===== config.mk =====
export PLATFORM = sky130hd
export DESIGN_NAME = button_event_decoder_flat
export DESIGN_NICKNAME = d
export VERILOG_FILES = /design/src/rtl/button_event_decoder_if.sv /design/src/rtl/button_event_decoder.sv /design/src/flat_wrapper.sv
export SDC_FILE = /design/constraint.sdc
export NUM_CORES = 1
export LEC_CHECK = 0
export BUFFER_PORTS_ARGS = -buffer_cell sky130_fd_sc_hd__clkbuf_2
export CAP_MARGIN = 0
export CELL_PAD_IN_SITES_DETAIL_PLACEMENT = 1
export CELL_PAD_IN_SITES_GLOBAL_PLACEMENT = 1
export CORE_MARGIN = 10
export CORE_UTILIZATION = 47
export CTS_CLUSTER_SIZE = 40
export DETAILED_ROUTE_END_ITERATION = 8
export GPL_ROUTABILITY_DRIVEN = 0
export PLACE_DENSITY_LB_ADDON = 0.1
export SYNTH_ARGS = -nofsm -noshare
export SYNTH_HDL_FRONTEND = slang
export SYNTH_SLANG_ARGS = --single-unit

===== constraint.sdc =====
create_clock -name clk -period 3.2 [get_ports clk]
set_input_delay 0.32 -clock clk [delete_from_list [all_inputs] [get_ports clk]]
set_output_delay 0.32 -clock clk [all_outputs]
set_load 0.05 [all_outputs]

===== src/rtl/button_event_decoder_if.sv =====
// Signal bundle between the debounced button source and the event decoder.
// There is no handshake: btn_in is a level, every other decoder output is a registered level or a one-cycle pulse.
interface button_event_decoder_if;
  logic       btn_in;
  logic       btn_state;
  logic       press_pulse;
  logic       release_pulse;
  logic       single_click;
  logic       double_click;
  logic       long_press;
  logic [2:0] dbg_state;

  modport slave (
    input  btn_in,
    output btn_state, press_pulse, release_pulse,
    output single_click, double_click, long_press, dbg_state
  );

  modport master (
    output btn_in,
    input  btn_state, press_pulse, release_pulse,
    input  single_click, double_click, long_press, dbg_state
  );
endinterface


===== src/rtl/button_event_decoder.sv =====
// Turns a debounced button level into press/release/single/double/long-press pulses.
// Timing uses a ms prescaler that restarts on every state change.
module button_event_decoder #(
  parameter int TICK_DIV  = 50000,
  parameter int TICK_W    = 16,
  parameter int MS_W      = 12,
  parameter int LONG_MS   = 1000,
  parameter int DCLICK_MS = 300
) (
  input  logic                  clk,
  input  logic                  reset_n,
  button_event_decoder_if.slave btn
);

  typedef enum logic [2:0] {
    IDLE           = 3'd0,
    PRESSED        = 3'd1,
    LONG_HELD      = 3'd2,
    WAIT_SECOND    = 3'd3,
    SECOND_PRESSED = 3'd4
  } state_e;

  localparam logic [TICK_W-1:0] TICK_LAST   = TICK_W'(TICK_DIV - 1);
  localparam logic [MS_W-1:0]   LONG_LAST   = MS_W'(LONG_MS - 1);
  localparam logic [MS_W-1:0]   DCLICK_LAST = MS_W'(DCLICK_MS - 1);

  state_e              state_q, state_d;
  logic                btn_q;
  logic [TICK_W-1:0]   presc_q, presc_d;
  logic [MS_W-1:0]     ms_q, ms_d;
  logic                press_q, press_d;
  logic                release_q, release_d;
  logic                single_q, single_d;
  logic                double_q, double_d;
  logic                long_q, long_d;

  logic rise, fall, tick_end, long_to, dclick_to;

  assign rise      = btn.btn_in & ~btn_q;
  assign fall      = ~btn.btn_in & btn_q;
  assign tick_end  = (presc_q == TICK_LAST);
  assign long_to   = tick_end && (ms_q == LONG_LAST);
  assign dclick_to = tick_end && (ms_q == DCLICK_LAST);

  // Edges are checked before timeouts so an edge wins a same-cycle race.
  always_comb begin
    state_d   = state_q;
    press_d   = 1'b0;
    release_d = 1'b0;
    single_d  = 1'b0;
    double_d  = 1'b0;
    long_d    = 1'b0;
    case (state_q)
      IDLE: begin
        if (rise) begin
          state_d = PRESSED;
          press_d = 1'b1;
        end
      end
      PRESSED: begin
        if (fall) begin
          state_d   = WAIT_SECOND;
          release_d = 1'b1;
        end else if (long_to) begin
          state_d = LONG_HELD;
          long_d  = 1'b1;
        end
      end
      LONG_HELD: begin
        if (fall) begin
          state_d   = IDLE;
          release_d = 1'b1;
        end
      end
      WAIT_SECOND: begin
        if (rise) begin
          state_d = SECOND_PRESSED;
          press_d = 1'b1;
        end else if (dclick_to) begin
          state_d  = IDLE;
          single_d = 1'b1;
        end
      end
      SECOND_PRESSED: begin
        if (fall) begin
          state_d   = IDLE;
          release_d = 1'b1;
          double_d  = 1'b1;
        end else if (long_to) begin
          state_d = LONG_HELD;
          long_d  = 1'b1;
        end
      end
      default: state_d = IDLE;
    endcase
  end

  // Counters run only while a timed state is held; any transition restarts them.
  always_comb begin
    presc_d = '0;
    ms_d    = '0;
    if ((state_d == state_q) &&
        (state_q inside {PRESSED, WAIT_SECOND, SECOND_PRESSED})) begin
      if (tick_end) begin
        presc_d = '0;
        ms_d    = ms_q + 1'b1;
      end else begin
        presc_d = presc_q + 1'b1;
        ms_d    = ms_q;
      end
    end
  end

  always_ff @(posedge clk or negedge reset_n) begin
    if (!reset_n) begin
      state_q   <= IDLE;
      btn_q     <= 1'b0;
      presc_q   <= '0;
      ms_q      <= '0;
      press_q   <= 1'b0;
      release_q <= 1'b0;
      single_q  <= 1'b0;
      double_q  <= 1'b0;
      long_q    <= 1'b0;
    end else begin
      state_q   <= state_d;
      btn_q     <= btn.btn_in;
      presc_q   <= presc_d;
      ms_q      <= ms_d;
      press_q   <= press_d;
      release_q <= release_d;
      single_q  <= single_d;
      double_q  <= double_d;
      long_q    <= long_d;
    end
  end

  assign btn.btn_state     = btn_q;
  assign btn.press_pulse   = press_q;
  assign btn.release_pulse = release_q;
  assign btn.single_click  = single_q;
  assign btn.double_click  = double_q;
  assign btn.long_press    = long_q;
  assign btn.dbg_state     = state_q;

endmodule


===== src/flat_wrapper.sv =====
// flat-port wrapper written by rule: the top's interface ports become plain ports
module button_event_decoder_flat 
#(
  parameter int TICK_DIV  = 50000,
  parameter int TICK_W    = 16,
  parameter int MS_W      = 12,
  parameter int LONG_MS   = 1000,
  parameter int DCLICK_MS = 300
)
  (clk, reset_n, btn_btn_in, btn_btn_state, btn_press_pulse, btn_release_pulse, btn_single_click, btn_double_click, btn_long_press, btn_dbg_state);
  button_event_decoder_if btn_i ();
  input  logic clk;
  input  logic reset_n;
  input wire logic [$bits(btn_i.btn_in)-1:0] btn_btn_in;
  output wire logic [$bits(btn_i.btn_state)-1:0] btn_btn_state;
  output wire logic [$bits(btn_i.press_pulse)-1:0] btn_press_pulse;
  output wire logic [$bits(btn_i.release_pulse)-1:0] btn_release_pulse;
  output wire logic [$bits(btn_i.single_click)-1:0] btn_single_click;
  output wire logic [$bits(btn_i.double_click)-1:0] btn_double_click;
  output wire logic [$bits(btn_i.long_press)-1:0] btn_long_press;
  output wire logic [$bits(btn_i.dbg_state)-1:0] btn_dbg_state;
  assign btn_i.btn_in = btn_btn_in;
  assign btn_btn_state = btn_i.btn_state;
  assign btn_press_pulse = btn_i.press_pulse;
  assign btn_release_pulse = btn_i.release_pulse;
  assign btn_single_click = btn_i.single_click;
  assign btn_double_click = btn_i.double_click;
  assign btn_long_press = btn_i.long_press;
  assign btn_dbg_state = btn_i.dbg_state;
  button_event_decoder #(.TICK_DIV(TICK_DIV), .TICK_W(TICK_W), .MS_W(MS_W), .LONG_MS(LONG_MS), .DCLICK_MS(DCLICK_MS)) u_core (.clk(clk), .reset_n(reset_n), .btn(btn_i));
endmodule

# Yosys cells after proc, flatten, opt, wreduce, memory -nomap -nowiden
# Cells that the tools add are included.
# W data, S select, Z words.
# totals
ff_bits	37
latch_bits	0
ram_bits	0
romBits	0
n_memories	0
# op_classes
n_addsub	2
multipliers	0
n_div	0
magnitude_cmp	0
eq_ne	9
shift	0
mux	23
bitwise_logic	4
reduce_logical	8
# ops
operator	count
$mux W16	2
$mux W12	2
$mux W3	7
$add A16 B1 Y16 const B	1
$eq A16 B16 Y1 const B	1
$pmux W3 S5	1
$add A12 B1 Y12 const B	1
$eq A12 B10 Y1 const B	1
$eq A12 B9 Y1 const B	1
$mux W1	11
$eq A3 B2 Y1 const B	2
$reduce_or A2 Y1	2
$eq A3 B1 Y1 const B	1
$eq A3 B3 Y1	1
$eq A3 B3 Y1 const B	1
$logic_and A1 B1 Y1	3
$logic_not A3 Y1	1
$reduce_bool A3 Y1	1
$reduce_or A3 Y1	1
$and A1 B1 Y1	2
$ne A2 B1 Y1 const B	1
$not A1 Y1	2

# Depth between registers and ports, before layout
# logic_depth
ltp_word	8
mapped_depth	8
mapped_depth_nobuf	6

# Worst setup path after synthesis
# No wires, ideal clock.
# synth_path
kind	register -> register
from	reg u_core.ms_q[0]
to	reg u_core.ms_q[0]
setup_time_ns	0.136
arrival_time_ns	2.411
required_ns	3.064
setup_slack_ns	0.653
stages_incl_launch_ff	9
n_path_buf	2
synth_period_minus_slack_ns	2.547
cell_sequence	dfrtp_1 ha_1 or4b_1 or4_1 o21bai_2 a22o_1 clkbuf_2 clkbuf_1 nor3_1
# synth_via
elab_chain_cells	8
# synth_rtl
item	line_no	source
start: declaration	button_event_decoder.sv:30	logic [MS_W-1:0] ms_q, ms_d;
start signal: assignment	button_event_decoder.sv:129	ms_q <= ms_d;
$eq A12 B10 Y1 / $eq A12 B9 Y1 (equally long branches)	button_event_decoder.sv:42, button_event_decoder.sv:43	
$logic_and A1 B1 Y1, on equally long branches	button_event_decoder.sv:42, button_event_decoder.sv:43	
$mux W3, on equally long branches	button_event_decoder.sv:64, button_event_decoder.sv:89, button_event_decoder.sv:79	
$mux W3, on equally long branches	button_event_decoder.sv:85, button_event_decoder.sv:76, button_event_decoder.sv:61	
$pmux W3 S5	button_event_decoder.sv:53	case (state_q)
$eq A3 B3 Y1	button_event_decoder.sv:102	if ((state_d == state_q) &&
$logic_and A1 B1 Y1	button_event_decoder.sv:102	
$ne A2 B1 Y1 (no source line) / $mux W12 (equally long branches)	-	
# Parallel ways exist; a longest one is shown, timed or not. The select of a mux whose other input is x is not followed.
# A chain may end at the register's enable or synchronous reset.

# Worst setup path in the final report
# layout_path
from	reg u_core.ms_q[4]
to	reg u_core.ms_q[9]
# The elaborated chain is that of the path after synthesis.

==> run_results.csv <==
group,metric,value,unit
setup_path,r2r_cells,6,
global_routing,grt_pass1_wl,7.70,mm
power,p_sw,0.000486,W
setup_path,r2r-end,"u_core.ms_q[9]$_DFFE_PN0P_",
clocking,cts_hold_buf,0,
setup_path,required,3.36,ns
cells_and_area,layout.nets,208,
global_routing,first_global_vias,1541,
outcome,status,"completed",
synthesis,yosysWarnings,0,
sta,max_slew_margin,0.382,
clocking,cts_inserted_buffers,5,
clocking,clkTransAtPathRegs,0.08,ns
clocking,cts_setup_buffers,0,
synthesis,synth_ff_type,"dfrtp_1",
floorplan,design.core.area,3970,um2
floorplan,initial_core_util,0.483,
setup_path,worstSetupEndpointType,"register",
power,total_power,0.00135,W
route,drtIter0Drc,53,
synthesis,netlist_area,1920,um2
power,power_density,635,nW/um2
clocking,cts_sinks,37,
global_routing,grt_max_degree,38,
cells_and_area,finish.utilization,0.535,
cells_and_area,drive_gt1_frac,0.113,
worst_hold_path,min_path_type,"in -> async",
global_routing,grt_usage,0.131,
sta,setup-tns-final,0,ns
route,wl_per_cell,17.6,um
cells_and_area,seqCellArea,926,um2
setup_path,crit_arrival,2.81,ns
synthesis,synth_top_area_frac,0.483,
sta,fmax,377,MHz
global_routing,antenna_found_initial,0,
power,swShare,0.360,
sta,tightestPinTransition,0.927,ns
clocking,worst_skew_pair.late_latency,0.30,ns
floorplan,top_level_ports,12,
setup_path,start_kind,"register",
clocking,htreeDepth,2,
sta,period_minus_slack,2.65,ns
cells_and_area,multi_input_area,926,um2
global_routing,overflow,0,
cells_and_area,area_growth,10.7,%
synthesis,synth.distinct_cells,35,
synthesis,syn_avg_cell_area,10.0,um2
synthesis,syn_inst,191,
setup_path,r2r_slack,0.55,ns
sta,finalWorstSetupSlack,0.550,ns
power,power.leakage,0.883,nW
route,avgViaCountPerCell,5.80,
route,drt-total-wl,4.47,mm
route,vias,1472,
place,place_area,2010,um2
clocking,cts_tree,"yes",
sta,rsz0062_at_grt,"false",
sta,hold_viol,0,
cells_and_area,fin_area,2120,um2
sta,drv_slew,0,
setup_path,cp_max_fo,28,
clocking,cts_resized,0,
power,p_clk_frac,0.312,
route,first_pass_iters,4,
run,max-cap-violations,0,
power,power_frac_comb,0.288,
floorplan,die_x,83.9,um
floorplan,dieArea,7040,um2
synthesis,synth.area.top_cells,"dfrtp_1 (48%), xnor2_1 (10%), nor3_1 (8.6%)",
synthesis,ys_seq_elements,37,
floorplan,rows,23,
route,ant_nets,0,
synthesis,synth_top_cell_by_area,"dfrtp_1",
sta,skew,0.0152,ns
setup_path,crit_type,"reg -> reg",
power,max-vdd-ir-drop,349,uV
place,dpl.hpwl,3.08,mm
cells_and_area,final.fill_count,449,
synthesis,synth_fp_nets,196,
synthesis,ys_seq_area_frac,0.483,
sta,fin_crit_sh,0.828,
place,portBuffers,11,
synthesis,synth_edf_count,0,
synthesis,async_flop_share,1.00,
clocking,cts_root_buffer,"clkbuf_8",
route,post-route-drc-count,0,
power,intPower,0.000863,W
clocking,clockBufferDepth,2,
sta,setup_viol,0,
floorplan,chipHeight,83.9,um
cells_and_area,diodes,0,
place,dpl_worst_slack,0.556,ns
setup_path,reg2reg_from,"u_core.ms_q[4]$_DFFE_PN0P_",
power,seqPwrFrac,0.400,
## cells in the mapped netlist (all sizes together), types with 5 or more instances
| cell type | n |
|---|---|
| nor4b | 6 |
| dfrtp | 37 |
| xnor2 | 22 |
| nor3 | 33 |
| clkbuf | 6 |
| nand2b | 7 |
| nand3 | 5 |
| nor2 | 7 |
| nand2 | 17 |
| and3 | 8 |
## cell usage in the layout (no fill, tap or decap), types with 2 or more instances in the layout
master	instances
nor4b_1	6
nor2_1	7
nand4_1	4
or4b_1	2
nand2_1	17
or4_1	2
nand3_1	5
clkbuf_2	11
nor4_1	4
nand2b_1	7
buf_4	3
ha_1	2
xnor2_1	22
o31ai_1	2
inv_1	4
nor3_1	33
clkbuf_8	6
nor4bb_1	2
xor2_1	4
and3_1	8
nand3b_1	2
dfrtp_1	37
## routing by layer
layer	up-vias	wire length, um	GRT usage
met1	749	2010	0.157
met4	0	73	0.0563
li1	702	-	-
met3	7	142	0.0332
met5	-	0	0
met2	14	2250	0.217
## through the flow
stage / instances / hold slack [ns]
floorplan: 191 / 0.0244
global placement: 246 / 0.448
detailed placement: 246 / 0.477
CTS: 254 / 0.169
global route: 254 / 0.184
finish: 254 / 0.141
## flip-flops by register name, summed over array words and instances, names as in the netlist
signal	flops
u_core.btn.btn_state	1
u_core.btn.dbg_state	3
u_core.btn.long_press	1
u_core.btn.single_click	1
u_core.presc_q	16
u_core.ms_q	12
u_core.btn.press_pulse	1
u_core.btn.release_pulse	1
u_core.btn.double_click	1
## cell type report
type / instances / share of cell area
well taps: 50 / 0.0295
flip-flops and latches: 37 / 0.436
clock buffers: 7 / 0.0407
inverters: 4 / 0.00707
repair buffers: 14 / 0.0365
clock inverters: 1 / 0.0141
multi-input cells: 141 / 0.436
## power by group through the flow
| stage | Clock, W | Combinational, W | Sequential (W) |
|---|---|---|---|
| 2_1_floorplan | 0 | 0.000246 | 0.000600 |
| 3_3_place_gp | 0 | 0.000383 | 0.000544 |
| 3_5_place_dp | 0 | 0.000396 | 0.000549 |
| 4_1_cts | 0.000429 | 0.000398 | 0.000539 |
| 5_1_grt | 0.000452 | 0.000425 | 0.000545 |
| 6_report | 0.000422 | 0.000388 | 0.000539 |
## how the worst max path moves through the flow
stage	start	endpoint	cells past startpoint
3_3_place_gp	u_core.ms_q[4]$_DFFE_PN0P_	u_core.presc_q[14]$_DFF_PN0_	6
2_1_floorplan	u_core.ms_q[0]$_DFFE_PN0P_	u_core.ms_q[0]$_DFFE_PN0P_	8
4_1_cts	u_core.ms_q[4]$_DFFE_PN0P_	u_core.ms_q[9]$_DFFE_PN0P_	6
3_5_place_dp	u_core.ms_q[0]$_DFFE_PN0P_	u_core.presc_q[9]$_DFF_PN0_	7
6_report	u_core.ms_q[4]$_DFFE_PN0P_	u_core.ms_q[9]$_DFFE_PN0P_	6
5_1_grt	u_core.ms_q[0]$_DFFE_PN0P_	u_core.presc_q[14]$_DFF_PN0_	7
## worst max-delay path, cell delays in order, from the launching register on
cell and delay [ns]:
dfrtp_1 0.41, or4b_1 0.54, or4_1 0.54, or2_0 0.33
a221oi_4 0.25, buf_4 0.33, nor3_1 0.10
## cells by family after synthesis
| kind of cell | after synthesis | share of synthesized area |
|---|---|---|
| AOI/OAI and AO/OA | 11 | 0.0541 |
| and+or+nand+nor | 101 | 0.292 |
| DFF | 37 | 0.483 |
| adders and majority gates | 2 | 0.0130 |
| muxes | 1 | 0.00522 |
| buffers and inverters | 13 | 0.0346 |
| xor gates and xnor gates | 26 | 0.119 |
Power figures use the tool's default switching activity.
